[config.mk]
export PLATFORM = sky130hd
export DESIGN_NAME = vram_write_controller_flat
export DESIGN_NICKNAME = d
export VERILOG_FILES = /design/src/rtl/vram_pkg.sv /design/src/rtl/vram_write_controller_if.sv /design/src/rtl/vram_write_controller_brush_stepper.sv /design/src/rtl/vram_write_controller.sv /design/src/flat_wrapper.sv
export SDC_FILE = /design/constraint.sdc
export NUM_CORES = 1
export LEC_CHECK = 0
export BUFFER_PORTS_ARGS = -buffer_cell sky130_fd_sc_hd__clkbuf_2
export CORE_ASPECT_RATIO = 0.6
export CORE_MARGIN = 2
export CORE_UTILIZATION = 55
export DETAILED_ROUTE_END_ITERATION = 16
export PLACE_DENSITY_LB_ADDON = 0.25
export SYNTH_ARGS = -nofsm -noshare
export SYNTH_HDL_FRONTEND = slang
export SYNTH_SLANG_ARGS = --single-unit
[constraint.sdc]
create_clock -name clk -period 7.2 [get_ports clk]
set_clock_uncertainty 0.15 [all_clocks]
set_input_delay 0.36 -clock clk [delete_from_list [all_inputs] [get_ports clk]]
set_output_delay 0.36 -clock clk [all_outputs]
set_load 0.005 [all_outputs]
[src/rtl/vram_pkg.sv]
// vram_pkg: shared types and default geometry for the video-RAM write path.
//   vram_ctrl_state_t : write-controller FSM states
//   DISPLAY_*_DEF     : default panel geometry
//   vram_addr_t       : row-major VRAM address for the default geometry
package vram_pkg;

   localparam int unsigned DISPLAY_WIDTH_DEF  = 240;
   localparam int unsigned DISPLAY_HEIGHT_DEF = 320;
   localparam int unsigned PIXEL_W            = 16;
   localparam int unsigned TOUCH_W            = 9;
   // Signed width for centre+offset arithmetic; covers negative offsets.
   localparam int unsigned COORD_W            = 11;
   localparam int unsigned VRAM_AW            = $clog2(DISPLAY_WIDTH_DEF * DISPLAY_HEIGHT_DEF);

   typedef logic [VRAM_AW-1:0] vram_addr_t;

   typedef enum logic [1:0] {
      S_CLEAR,
      S_IDLE,
      S_DRAW
   } vram_ctrl_state_t;

endpackage

[src/rtl/vram_write_controller_if.sv]
// vram_write_controller_if: touch/clear requests in, VRAM write port and status out.
//   master : request side (touch source / testbench)
//   slave  : vram_write_controller
interface vram_write_controller_if
   import vram_pkg::*;
#(
   parameter int unsigned VRAM_W = PIXEL_W,
   parameter int unsigned AW     = VRAM_AW
);
   logic               clear_req;
   logic               touch_valid;
   logic [TOUCH_W-1:0] touch_x;
   logic [TOUCH_W-1:0] touch_y;
   logic [VRAM_W-1:0]  color;
   logic               vram_wr_ena;
   logic [AW-1:0]      vram_wr_addr;
   logic [VRAM_W-1:0]  vram_wr_data;
   logic               busy;
   logic               clear_done;

   modport master (
      output clear_req, touch_valid, touch_x, touch_y, color,
      input  vram_wr_ena, vram_wr_addr, vram_wr_data, busy, clear_done
   );

   modport slave (
      input  clear_req, touch_valid, touch_x, touch_y, color,
      output vram_wr_ena, vram_wr_addr, vram_wr_data, busy, clear_done
   );
endinterface

[src/rtl/vram_write_controller_brush_stepper.sv]
// brush_stepper: walks a BRUSH x BRUSH square around (cx, cy), row by row.
//   clk, rst  : clock, synchronous active-low reset
//   ena       : advance enable for the offset counters
//   start     : return counters to the first offset and clear done
//   step      : advance to the next offset (wraps to the first after the last)
//   cx, cy    : brush centre
//   in_bounds_c, addr_c, last_c : current pixel on-screen flag, row-major address, last-offset flag
//   done      : registered, set by the step that consumed the last offset
module brush_stepper
   import vram_pkg::*;
#(
   parameter int unsigned DISPLAY_WIDTH  = DISPLAY_WIDTH_DEF,
   parameter int unsigned DISPLAY_HEIGHT = DISPLAY_HEIGHT_DEF,
   parameter int unsigned BRUSH          = 3,
   parameter int unsigned AW             = VRAM_AW
) (
   input  logic               clk,
   input  logic               rst,
   input  logic               ena,
   input  logic               start,
   input  logic               step,
   input  logic [TOUCH_W-1:0] cx,
   input  logic [TOUCH_W-1:0] cy,
   output logic               in_bounds_c,
   output logic [AW-1:0]      addr_c,
   output logic               last_c,
   output logic               done
);

   localparam int unsigned R  = (BRUSH - 1) / 2;
   localparam int unsigned CW = (BRUSH > 1) ? $clog2(BRUSH) : 1;

   localparam logic signed [COORD_W-1:0] W_S = COORD_W'(DISPLAY_WIDTH);
   localparam logic signed [COORD_W-1:0] H_S = COORD_W'(DISPLAY_HEIGHT);
   localparam logic signed [COORD_W-1:0] R_S = COORD_W'(R);
   localparam logic [CW-1:0]             IDX_MAX = CW'(BRUSH - 1);

   logic [CW-1:0]               ix;
   logic [CW-1:0]               iy;
   logic signed [COORD_W-1:0]   px;
   logic signed [COORD_W-1:0]   py;

   // Counter index 0..BRUSH-1 maps to offset -R..R.
   assign px = $signed(COORD_W'(cx)) + $signed(COORD_W'(ix)) - R_S;
   assign py = $signed(COORD_W'(cy)) + $signed(COORD_W'(iy)) - R_S;

   assign in_bounds_c = !px[COORD_W-1] && (px < W_S) && !py[COORD_W-1] && (py < H_S);
   // Off-screen pixels produce a wrapped address; the caller never writes them.
   assign addr_c      = AW'(py) * AW'(DISPLAY_WIDTH) + AW'(px);
   assign last_c      = (ix == IDX_MAX) && (iy == IDX_MAX);

   // dx is the inner loop, dy the outer.
   always_ff @(posedge clk) begin
      if (!rst) begin
         ix   <= '0;
         iy   <= '0;
         done <= 1'b0;
      end else if (ena) begin
         if (start) begin
            ix   <= '0;
            iy   <= '0;
            done <= 1'b0;
         end else if (step) begin
            done <= last_c;
            if (last_c) begin
               ix <= '0;
               iy <= '0;
            end else if (ix == IDX_MAX) begin
               ix <= '0;
               iy <= iy + CW'(1);
            end else begin
               ix <= ix + CW'(1);
            end
         end
      end
   end

endmodule

[src/rtl/vram_write_controller.sv]
// vram_write_controller: owns the VRAM write port; clears to BG_COLOR on reset or
// request and paints a clipped square brush at each new touch sample.
//   clk, rst : clock, synchronous active-low reset
//   ena      : advance enable; low freezes all state and suppresses writes
//   bus      : touch/clear requests in; vram_wr_*, busy, clear_done out (all registered)
module vram_write_controller
   import vram_pkg::*;
#(
   parameter int unsigned       DISPLAY_WIDTH  = DISPLAY_WIDTH_DEF,
   parameter int unsigned       DISPLAY_HEIGHT = DISPLAY_HEIGHT_DEF,
   parameter int unsigned       VRAM_W         = PIXEL_W,
   parameter int unsigned       BRUSH          = 3,
   parameter logic [VRAM_W-1:0] BG_COLOR       = VRAM_W'(16'hFFFF)
) (
   input  logic                    clk,
   input  logic                    rst,
   input  logic                    ena,
   vram_write_controller_if.slave  bus
);

   localparam int unsigned L    = DISPLAY_WIDTH * DISPLAY_HEIGHT;
   localparam int unsigned AW   = $clog2(L);
   localparam int unsigned CNTW = $clog2(L + 1);

   vram_ctrl_state_t state;
   vram_ctrl_state_t state_nxt;

   logic [CNTW-1:0]    cnt;
   logic [CNTW-1:0]    cnt_d;
   logic [TOUCH_W-1:0] pt_x;
   logic [TOUCH_W-1:0] pt_y;
   logic [VRAM_W-1:0]  pt_color;
   logic [TOUCH_W-1:0] last_x;
   logic [TOUCH_W-1:0] last_y;
   logic [VRAM_W-1:0]  last_color;
   logic               last_valid;

   logic               wr_ena_q;
   logic [AW-1:0]      addr_q;
   logic [VRAM_W-1:0]  data_q;
   logic               busy_q;
   logic               done_q;

   logic               wr_ena_d;
   logic [AW-1:0]      addr_d;
   logic [VRAM_W-1:0]  data_d;
   logic               busy_d;
   logic               done_d;
   logic               step_c;
   logic               start_c;
   logic               latch_c;
   logic               commit_c;
   logic               inval_c;

   logic               touch_ok_c;
   logic               same_c;
   logic               accept_c;
   logic               clear_end_c;
   logic [TOUCH_W-1:0] cx_c;
   logic [TOUCH_W-1:0] cy_c;
   logic               st_in_bounds_c;
   logic [AW-1:0]      st_addr_c;
   logic               st_last_c;
   logic               st_done;

   assign touch_ok_c  = bus.touch_valid
                        && (32'(bus.touch_x) < DISPLAY_WIDTH)
                        && (32'(bus.touch_y) < DISPLAY_HEIGHT);
   assign same_c      = last_valid && (bus.touch_x == last_x) && (bus.touch_y == last_y)
                        && (bus.color == last_color);
   assign accept_c    = touch_ok_c && !same_c;
   assign clear_end_c = (cnt == CNTW'(L));

   // The first brush pixel is issued on the accept edge, so the stepper sees the raw touch in idle.
   assign cx_c = (state == S_IDLE) ? bus.touch_x : pt_x;
   assign cy_c = (state == S_IDLE) ? bus.touch_y : pt_y;

   brush_stepper #(
      .DISPLAY_WIDTH  (DISPLAY_WIDTH),
      .DISPLAY_HEIGHT (DISPLAY_HEIGHT),
      .BRUSH          (BRUSH),
      .AW             (AW)
   ) u_stepper (
      .clk         (clk),
      .rst         (rst),
      .ena         (ena),
      .start       (start_c),
      .step        (step_c),
      .cx          (cx_c),
      .cy          (cy_c),
      .in_bounds_c (st_in_bounds_c),
      .addr_c      (st_addr_c),
      .last_c      (st_last_c),
      .done        (st_done)
   );

   // State register.
   always_ff @(posedge clk) begin
      if (!rst) begin
         state <= S_CLEAR;
      end else if (ena) begin
         state <= state_nxt;
      end
   end

   // Next-state logic; clear requests win over touches and abort a brush.
   always_comb begin
      state_nxt = state;
      unique case (state)
         S_CLEAR: if (clear_end_c) state_nxt = S_IDLE;
         S_IDLE: begin
            if (bus.clear_req)  state_nxt = S_CLEAR;
            else if (accept_c)  state_nxt = S_DRAW;
         end
         S_DRAW: begin
            if (bus.clear_req)  state_nxt = S_CLEAR;
            else if (st_done)   state_nxt = S_IDLE;
         end
         default: state_nxt = S_CLEAR;
      endcase
   end

   // Output and datapath control; a clear started from idle/draw issues address 0 immediately.
   always_comb begin
      wr_ena_d = 1'b0;
      addr_d   = addr_q;
      data_d   = data_q;
      done_d   = 1'b0;
      cnt_d    = cnt;
      step_c   = 1'b0;
      start_c  = 1'b0;
      latch_c  = 1'b0;
      commit_c = 1'b0;
      inval_c  = 1'b0;
      unique case (state)
         S_CLEAR: begin
            if (clear_end_c) begin
               done_d  = 1'b1;
               inval_c = 1'b1;
               cnt_d   = '0;
            end else begin
               wr_ena_d = 1'b1;
               addr_d   = AW'(cnt);
               data_d   = BG_COLOR;
               cnt_d    = cnt + CNTW'(1);
            end
         end
         S_IDLE: begin
            if (bus.clear_req) begin
               wr_ena_d = 1'b1;
               addr_d   = '0;
               data_d   = BG_COLOR;
               cnt_d    = CNTW'(1);
            end else if (accept_c) begin
               wr_ena_d = st_in_bounds_c;
               addr_d   = st_addr_c;
               data_d   = bus.color;
               step_c   = 1'b1;
               latch_c  = 1'b1;
            end
         end
         S_DRAW: begin
            if (bus.clear_req) begin
               wr_ena_d = 1'b1;
               addr_d   = '0;
               data_d   = BG_COLOR;
               cnt_d    = CNTW'(1);
               start_c  = 1'b1;
            end else if (st_done) begin
               commit_c = 1'b1;
            end else begin
               wr_ena_d = st_in_bounds_c;
               addr_d   = st_addr_c;
               data_d   = pt_color;
               step_c   = 1'b1;
            end
         end
         default: ;
      endcase
      busy_d = (state_nxt != S_IDLE);
   end

   // Output registers, clear counter, latched and last-drawn points.
   always_ff @(posedge clk) begin
      if (!rst) begin
         wr_ena_q   <= 1'b0;
         addr_q     <= '0;
         data_q     <= '0;
         busy_q     <= 1'b0;
         done_q     <= 1'b0;
         cnt        <= '0;
         pt_x       <= '0;
         pt_y       <= '0;
         pt_color   <= '0;
         last_x     <= '0;
         last_y     <= '0;
         last_color <= '0;
         last_valid <= 1'b0;
      end else if (!ena) begin
         wr_ena_q <= 1'b0;
         done_q   <= 1'b0;
      end else begin
         wr_ena_q <= wr_ena_d;
         addr_q   <= addr_d;
         data_q   <= data_d;
         busy_q   <= busy_d;
         done_q   <= done_d;
         cnt      <= cnt_d;
         if (latch_c) begin
            pt_x     <= bus.touch_x;
            pt_y     <= bus.touch_y;
            pt_color <= bus.color;
         end
         if (commit_c) begin
            last_x     <= pt_x;
            last_y     <= pt_y;
            last_color <= pt_color;
            last_valid <= 1'b1;
         end else if (inval_c) begin
            last_valid <= 1'b0;
         end
      end
   end

   assign bus.vram_wr_ena  = wr_ena_q;
   assign bus.vram_wr_addr = addr_q;
   assign bus.vram_wr_data = data_q;
   assign bus.busy         = busy_q;
   assign bus.clear_done   = done_q;

endmodule

[src/flat_wrapper.sv]
// flat-port wrapper written by rule: the top's interface ports become plain ports
module vram_write_controller_flat import vram_pkg::*;
#(
   parameter int unsigned       DISPLAY_WIDTH  = DISPLAY_WIDTH_DEF,
   parameter int unsigned       DISPLAY_HEIGHT = DISPLAY_HEIGHT_DEF,
   parameter int unsigned       VRAM_W         = PIXEL_W,
   parameter int unsigned       BRUSH          = 3,
   parameter logic [VRAM_W-1:0] BG_COLOR       = VRAM_W'(16'hFFFF)
)
  (clk, rst, ena, bus_clear_req, bus_touch_valid, bus_touch_x, bus_touch_y, bus_color, bus_vram_wr_ena, bus_vram_wr_addr, bus_vram_wr_data, bus_busy, bus_clear_done);
  vram_write_controller_if #(.VRAM_W(VRAM_W), .AW(17)) bus_i ();
  input  logic clk;
  input  logic rst;
  input  logic ena;
  input wire logic [$bits(bus_i.clear_req)-1:0] bus_clear_req;
  input wire logic [$bits(bus_i.touch_valid)-1:0] bus_touch_valid;
  input wire logic [$bits(bus_i.touch_x)-1:0] bus_touch_x;
  input wire logic [$bits(bus_i.touch_y)-1:0] bus_touch_y;
  input wire logic [$bits(bus_i.color)-1:0] bus_color;
  output wire logic [$bits(bus_i.vram_wr_ena)-1:0] bus_vram_wr_ena;
  output wire logic [$bits(bus_i.vram_wr_addr)-1:0] bus_vram_wr_addr;
  output wire logic [$bits(bus_i.vram_wr_data)-1:0] bus_vram_wr_data;
  output wire logic [$bits(bus_i.busy)-1:0] bus_busy;
  output wire logic [$bits(bus_i.clear_done)-1:0] bus_clear_done;
  assign bus_i.clear_req = bus_clear_req;
  assign bus_i.touch_valid = bus_touch_valid;
  assign bus_i.touch_x = bus_touch_x;
  assign bus_i.touch_y = bus_touch_y;
  assign bus_i.color = bus_color;
  assign bus_vram_wr_ena = bus_i.vram_wr_ena;
  assign bus_vram_wr_addr = bus_i.vram_wr_addr;
  assign bus_vram_wr_data = bus_i.vram_wr_data;
  assign bus_busy = bus_i.busy;
  assign bus_clear_done = bus_i.clear_done;
  vram_write_controller #(.DISPLAY_WIDTH(DISPLAY_WIDTH), .DISPLAY_HEIGHT(DISPLAY_HEIGHT), .VRAM_W(VRAM_W), .BRUSH(BRUSH), .BG_COLOR(BG_COLOR)) u_core (.clk(clk), .rst(rst), .ena(ena), .bus(bus_i));
endmodule
== Yosys cells after proc, flatten, opt, wreduce, memory -nomap -nowiden ==
Cells that the tools add are included.
Storage, ports and cells
  memories kept: 0
  bits in latches: 0
  output and inout port bits: 36
  input bits: 39
  register bits: 129
  bits in read-only memories: 0
  bits in writable memories: 0
Operators by class
  shift operators: 0
  mux-type cells: 54
  add/sub/neg operators: 8
  reductions and logical operators: 28
  multipliers: 1
  bitwise operators: 0
  div/mod/pow operators: 0
  magnitude comparators: 4
  equal/unequal tests: 13
Operator list (count)
  17-bit 2-to-1 mux: 7
  16-bit 2-to-1 mux: 5
  17-bit case mux with 3 select lines: 1
  16-bit case mux with 3 select lines: 1
  17-bit case mux with 2 select lines: 1
  2-bit 2-to-1 mux: 13
  1-bit 2-to-1 mux: 21
  9-bit by 2-bit adder with 10-bit output: 2
  9-bit == test: 2
  9-bit 2-to-1 mux: 2
  17-bit by 1-bit adder with 17-bit output (second input constant): 1
  17-bit adder: 1
  17-bit == test (second input constant): 1
  17-bit by 4-bit multiplier with 13-bit output (second input constant): 1
  16-bit == test: 1
  11-bit by 10-bit less-than comparator with 1-bit output (second input constant): 1
  11-bit by 9-bit less-than comparator with 1-bit output (second input constant): 1
  10-bit by 1-bit subtractor with 11-bit output (second input constant): 1
  11-bit by 2-bit subtractor with 11-bit output (second input constant): 1
  1-bit logical AND: 10
  2-bit AND reduction: 5
  9-bit by 8-bit less-than comparator with 1-bit output (second input constant): 1
  9-bit less-than comparator (second input constant): 1
  2-bit == test (second input constant): 3
  16 further kinds: 24

== Depth between registers and ports, before layout ==
  depth after elaboration: 11
  depth in mapped cells: 36
  mapped depth without buffers: 32

== By module ==
Synthesis repeated with hierarchy kept, for this count alone.
Unflattened totals
  cells, all modules: 1098
  area total of the unflattened synthesis: 8877.3 µm²
Modules (own cells, without submodules)
  vram_write_controller: cells each 763, sequential area each 2482.4 µm², instances 1, area an instance 6234.7 µm²
  brush_stepper: cells each 335, sequential area each 100.1 µm², instances 1, area an instance 2642.5 µm²

== Worst setup path after synthesis ==
Ideal clock, no wire load.
  path type: flip-flop to flip-flop
  start point: reg u_core.state[1]
  end point: reg u_core.addr_q[16], in the netlist u_core.bus.vram_wr_addr[16]
  path buffers: 4
  arrival time: 6582 ps
  stages on the path, launching flop included: 36
  slack: 348 ps
  library setup time: 120 ps
  cells stage by stage: dfxtp_1 > inv_1 > ha_1 > buf_6 > buf_6 > clkbuf_1 > buf_1 > mux2i_1 > ha_1 > inv_1 > ha_1 > inv_1 > fa_1 > nor2b_1 > o21ai_0 > nand2b_1 > a21oi_1 > o21bai_1 > a21oi_1 > o21ba_2 > xnor2_1 > fa_1 > inv_1 > fa_1 > inv_1 > ha_1 > nand3_1 > o31ai_1 > a21oi_1 > nand3_1 > ha_1 > a21o_1 > a31oi_1 > nor4_1 > o21a_1 > a211o_1
Between the ends
  word-level cells in the longest chain between the ends: 9
  elaborated cells on any way between the ends: 21
  classes of those cells: add/sub: 5; mul: 1; eq/ne: 5; mux: 7; reduce/logical: 3
Ends and longest elaborated chain
  start: declaration: RTL line vram_write_controller.sv:25  | vram_ctrl_state_t state;
  start signal: assignment: RTL line vram_write_controller.sv:102  | state <= state_nxt;
  2-bit by 1-bit == test with 1-bit output: RTL line vram_write_controller.sv:75, vram_write_controller.sv:76, vram_write_controller.sv:135
  9-bit 2-to-1 mux: RTL line vram_write_controller.sv:76  | assign cy_c = (state == S_IDLE) ? bus.touch_y : pt_y;
  9-bit by 2-bit adder with 10-bit output: RTL line vram_write_controller_brush_stepper.sv:45  | assign py = $signed(COORD_W'(cy)) + $signed(COORD_W'(iy)) - R_S;
  10-bit by 1-bit subtractor with 11-bit output: RTL line vram_write_controller_brush_stepper.sv:45
  17-bit by 4-bit multiplier with 13-bit output: RTL line vram_write_controller_brush_stepper.sv:49  | assign addr_c = AW'(py) * AW'(DISPLAY_WIDTH) + AW'(px);
  17-bit adder: RTL line vram_write_controller_brush_stepper.sv:49
  17-bit 2-to-1 mux, on equally long branches: RTL line vram_write_controller.sv:169, vram_write_controller.sv:154
  17-bit 2-to-1 mux, on equally long branches: RTL line vram_write_controller.sv:163, vram_write_controller.sv:149
  17-bit case mux with 3 select lines: RTL line vram_write_controller.sv:135  | unique case (state)
  end signal: assignment: RTL line vram_write_controller.sv:204  | addr_q <= addr_d;
  end: declaration: RTL line vram_write_controller.sv:39  | logic [AW-1:0] addr_q;
Several ways; a longest one is shown, not always the timed one. The select of a mux whose other input is x is not followed.
A chain may end at the register's enable or synchronous reset.

== Final worst setup path ==
Same ends and word-level chain as after synthesis.

==> impl_metrics.csv <==
group,metric,value,unit
sta,fin_ws,0.458,ns
place,dp_cells,1260,
critical_path,cp.required,7.35,ns
clock_network,clk_pin_slew,0.07,ns
power_and_ir_drop,p_per_area,174,nW/um^2
critical_path,rr_worst_depth,31,
flow_run,maxCapViolCount,0,
synth,synth_edf_count,0,
floorplan,std_cell_rows,35,
synth,synth-warning-count,0,
synth,async_reset_ff_frac,0,
route,drc_errors,0,
clock_network,root_buffer,"clkbuf_16",
cells_and_area,drive_gt1_frac,0.128,
route,drt_wl_total,22300,um
global_route,grt_overflow,0,
clock_network,hold_buffers,0,
floorplan,dieArea,16600,sq um
place,place_congestion,0.862,
place,preCtsSetupSlack,0.582,ns
route,post_drt_wl_per_cell,17.2,um
clock_network,cts_buffers,17,
global_route,track_usage,0.269,
clock_network,cts_tree,"built",
sta,tightest_slew,1.12,ns
synth,syn_avg_cell_area,8.35,sq um
min_path,hp-start,"bus_touch_y[3]",
sta,period_minus_slack,6.74,ns
cells_and_area,final_area,9630,sq um
synth,ys_seq_area_frac,0.301,
critical_path,crit_buf_inv,5,
critical_path,cp_slowest_cell,"fa_1",
critical_path,crit_type,"flip-flop to flip-flop",
clock_network,cts.repair.resized,0,
synth,synth_seq_cells,129,
global_route,grt_pass1_wl,35100,um
critical_path,worstSetupStartpointType,"flip-flop",
synth,yosys-top-cells-area,"dfxtp_1, ha_1, mux2i_1",
cells_and_area,fin_cells,1292,
critical_path,cp_common_cell,"inv_1",
sta,fin_crit_sh,0.936,
synth,yosys.area.top_type,"dfxtp_1",
sta,final-setup-viol-count,0,
min_path,holdPathStages,3,
global_route,antenna_found_initial,0,
cells_and_area,final_cell_mix,"dfxtp_1, nand2_1, a21oi_1",
synth,synth_area,8580,sq um
cells_and_area,final_common_cell,"dfxtp_1",
critical_path,cp_max_fo,10,
global_route,grt_max_degree,80,
critical_path,rr_endpoint,"u_core.bus.vram_wr_addr[16]",
critical_path,worst-r2r-setup-slack,0.46,ns
floorplan,die_h,101,um
critical_path,critical_path.top_delay_family,"adder cells",
place,dp_hpwl,16000,um
sta,relSlewSlack,0.252,
route,drtAntennaViolNets,0,
route,vias,7599,
critical_path,end_kind,"flip-flop",
critical_path,r2r_start,"u_core.state[1]",
floorplan,initial_core_util,0.561,
place,placed_area,9060,sq um
synth,synth_top_area_frac,0.301,
sta,rsz0062_at_grt,"false",
min_path,hold_end,"u_core.pt_y[3]",
floorplan,die_x,165,um
route,drt-initial-drc-count,743,
cells_and_area,fin_nets,1184,
synth,synth_cells,1028,
status,status,"finished clean",
cells_and_area,nFillCells,1302,
critical_path,cp.arrival,6.89,ns
clock_network,clockBufferDepth,2,
critical_path,cpPeakStageDelay,0.52,ns
clock_network,h-tree-depth,4,
power_and_ir_drop,ir_drop,0.122,mV
clock_network,cts_setup_buffers,0,
floorplan,pin_count,75,
sta,final_hold_viol_count,0,
synth,syn_nets,1136,
cells_and_area,syn_to_final_growth,12.2,%
synth,yosys_most_used_dff,"dfxtp_1",
sta,fin_setup_tns,0,ns
route,vias_per_cell,5.88,
place,port_buffers,74,
sta,finalMaxSlewViolations,0,
power_and_ir_drop,power_leakage,0.00402,uW
cells_and_area,n_antenna_cell,0,
min_path,hp-class,"input pin to flip-flop",
floorplan,fp.coreArea,15300,sq um
global_route,grt_pass1_vias,6590,
clock_network,insertion_delay,0.43,ns
sta,fmax,0.148,GHz
route,dr.pass1.iters,5,
synth,synth_cell_types,70,
clock_network,clock_sinks,129,
## state kept, by name, summed over array words and instances, names as in the netlist, 16 cells and up
signal,flops
u_core.bus.vram_wr_addr,17
u_core.cnt,17
u_core.bus.vram_wr_data,16
u_core.last_color,16
u_core.pt_color,16
## Yosys cell counts, types with 5 or more instances
library cell / n
xor2_1: 43
o21bai_1: 6
dfxtp_1: 129
xnor2_1: 43
o21ai_0: 51
o211a_1: 28
nand3_1: 24
a21boi_0: 5
a221o_1: 7
nand2_1: 104
a22oi_1: 5
and3_1: 7
o2111ai_1: 5
a31oi_1: 5
a21oi_1: 79
o211ai_1: 6
clkbuf_1: 45
fa_1: 18
nand4_1: 25
a211oi_1: 5
mux2_2: 5
a21o_1: 9
or4_1: 5
nor2_1: 79
inv_1: 78
mux2i_1: 48
nor4_1: 10
nor3_1: 14
nor2b_1: 9
buf_2: 6
or3_1: 5
ha_1: 51
## layout make-up
cell class / count / area (sq um) / area share
Inverter: 79 / 297 / 0.0308
Timing Repair Buffer: 83 / 438 / 0.0455
Clock inverter: 15 / 143 / 0.0148
Tap cell: 203 / 254 / 0.0264
Sequential cell: 129 / 2580 / 0.268
Clock buffer: 17 / 425 / 0.0442
Multi-Input combinational cell: 766 / 5490 / 0.570
## tightest hold or removal path, delay by kind of cell
| kind | cells | cell delay [ns] |
|---|---|---|
| buffers and inverters | 1 | 0.11 |
| muxes | 1 | 0.07 |
| and+or+nand+nor | 1 | 0.08 |
## stage by stage
stage / utilization / power, uW / hold WS, ns
finish: 0.630 / 1680 / 0.0712
global route: 0.630 / 1720 / 0.0752
CTS: 0.630 / 1680 / 0.0661
detailed placement: 0.593 / 845 / 0.301
global placement: 0.593 / 844 / 0.302
floorplan: - / 797 / 0.285
## power by group
part / internal [uW] / switching (uW)
clock: 458 / 390
sequential: 727 / 7.99
combinational: 36.4 / 59.2
## how the worst max path moves through the flow
stage | depth (start not counted) | startpoint | to
after floorplan | 35 | u_core.state[1] | u_core.bus.vram_wr_addr[16]
after global placement | 26 | u_core.state[1] | u_core.bus.vram_wr_addr[16]
after detailed placement | 31 | u_core.state[1] | u_core.bus.vram_wr_addr[16]
after CTS | 31 | u_core.state[1] | u_core.bus.vram_wr_addr[16]
after global routing | 26 | u_core.state[1] | u_core.bus.vram_wr_addr[16]
final | 31 | u_core.state[1] | u_core.bus.vram_wr_addr[16]
## metal layers
metal  up-vias  routed length (um)  part of all wire  track usage
met1      3552               11300              0.51        0.429
met4         0                 158            0.0071       0.0528
met2       309                8730              0.39        0.361
met3        17                2050             0.092       0.0629
li1       3721                   -                 -            -
met5         -                   0                 0            0
## logic make-up (layout without fill, tap and decap cells)
logic type,count (synthesis),in the layout,synth area share
adders and majority gates,69,69,0.116
AOI/OAI and AO/OA,247,247,0.193
muxes,53,53,0.0626
and+or+nand+nor,311,311,0.178
DFF,129,129,0.301
buffers and inverters,133,194,0.0608
xor gates and xnor gates,86,86,0.0878
Note: power is estimated with default switching activity, not from simulation.
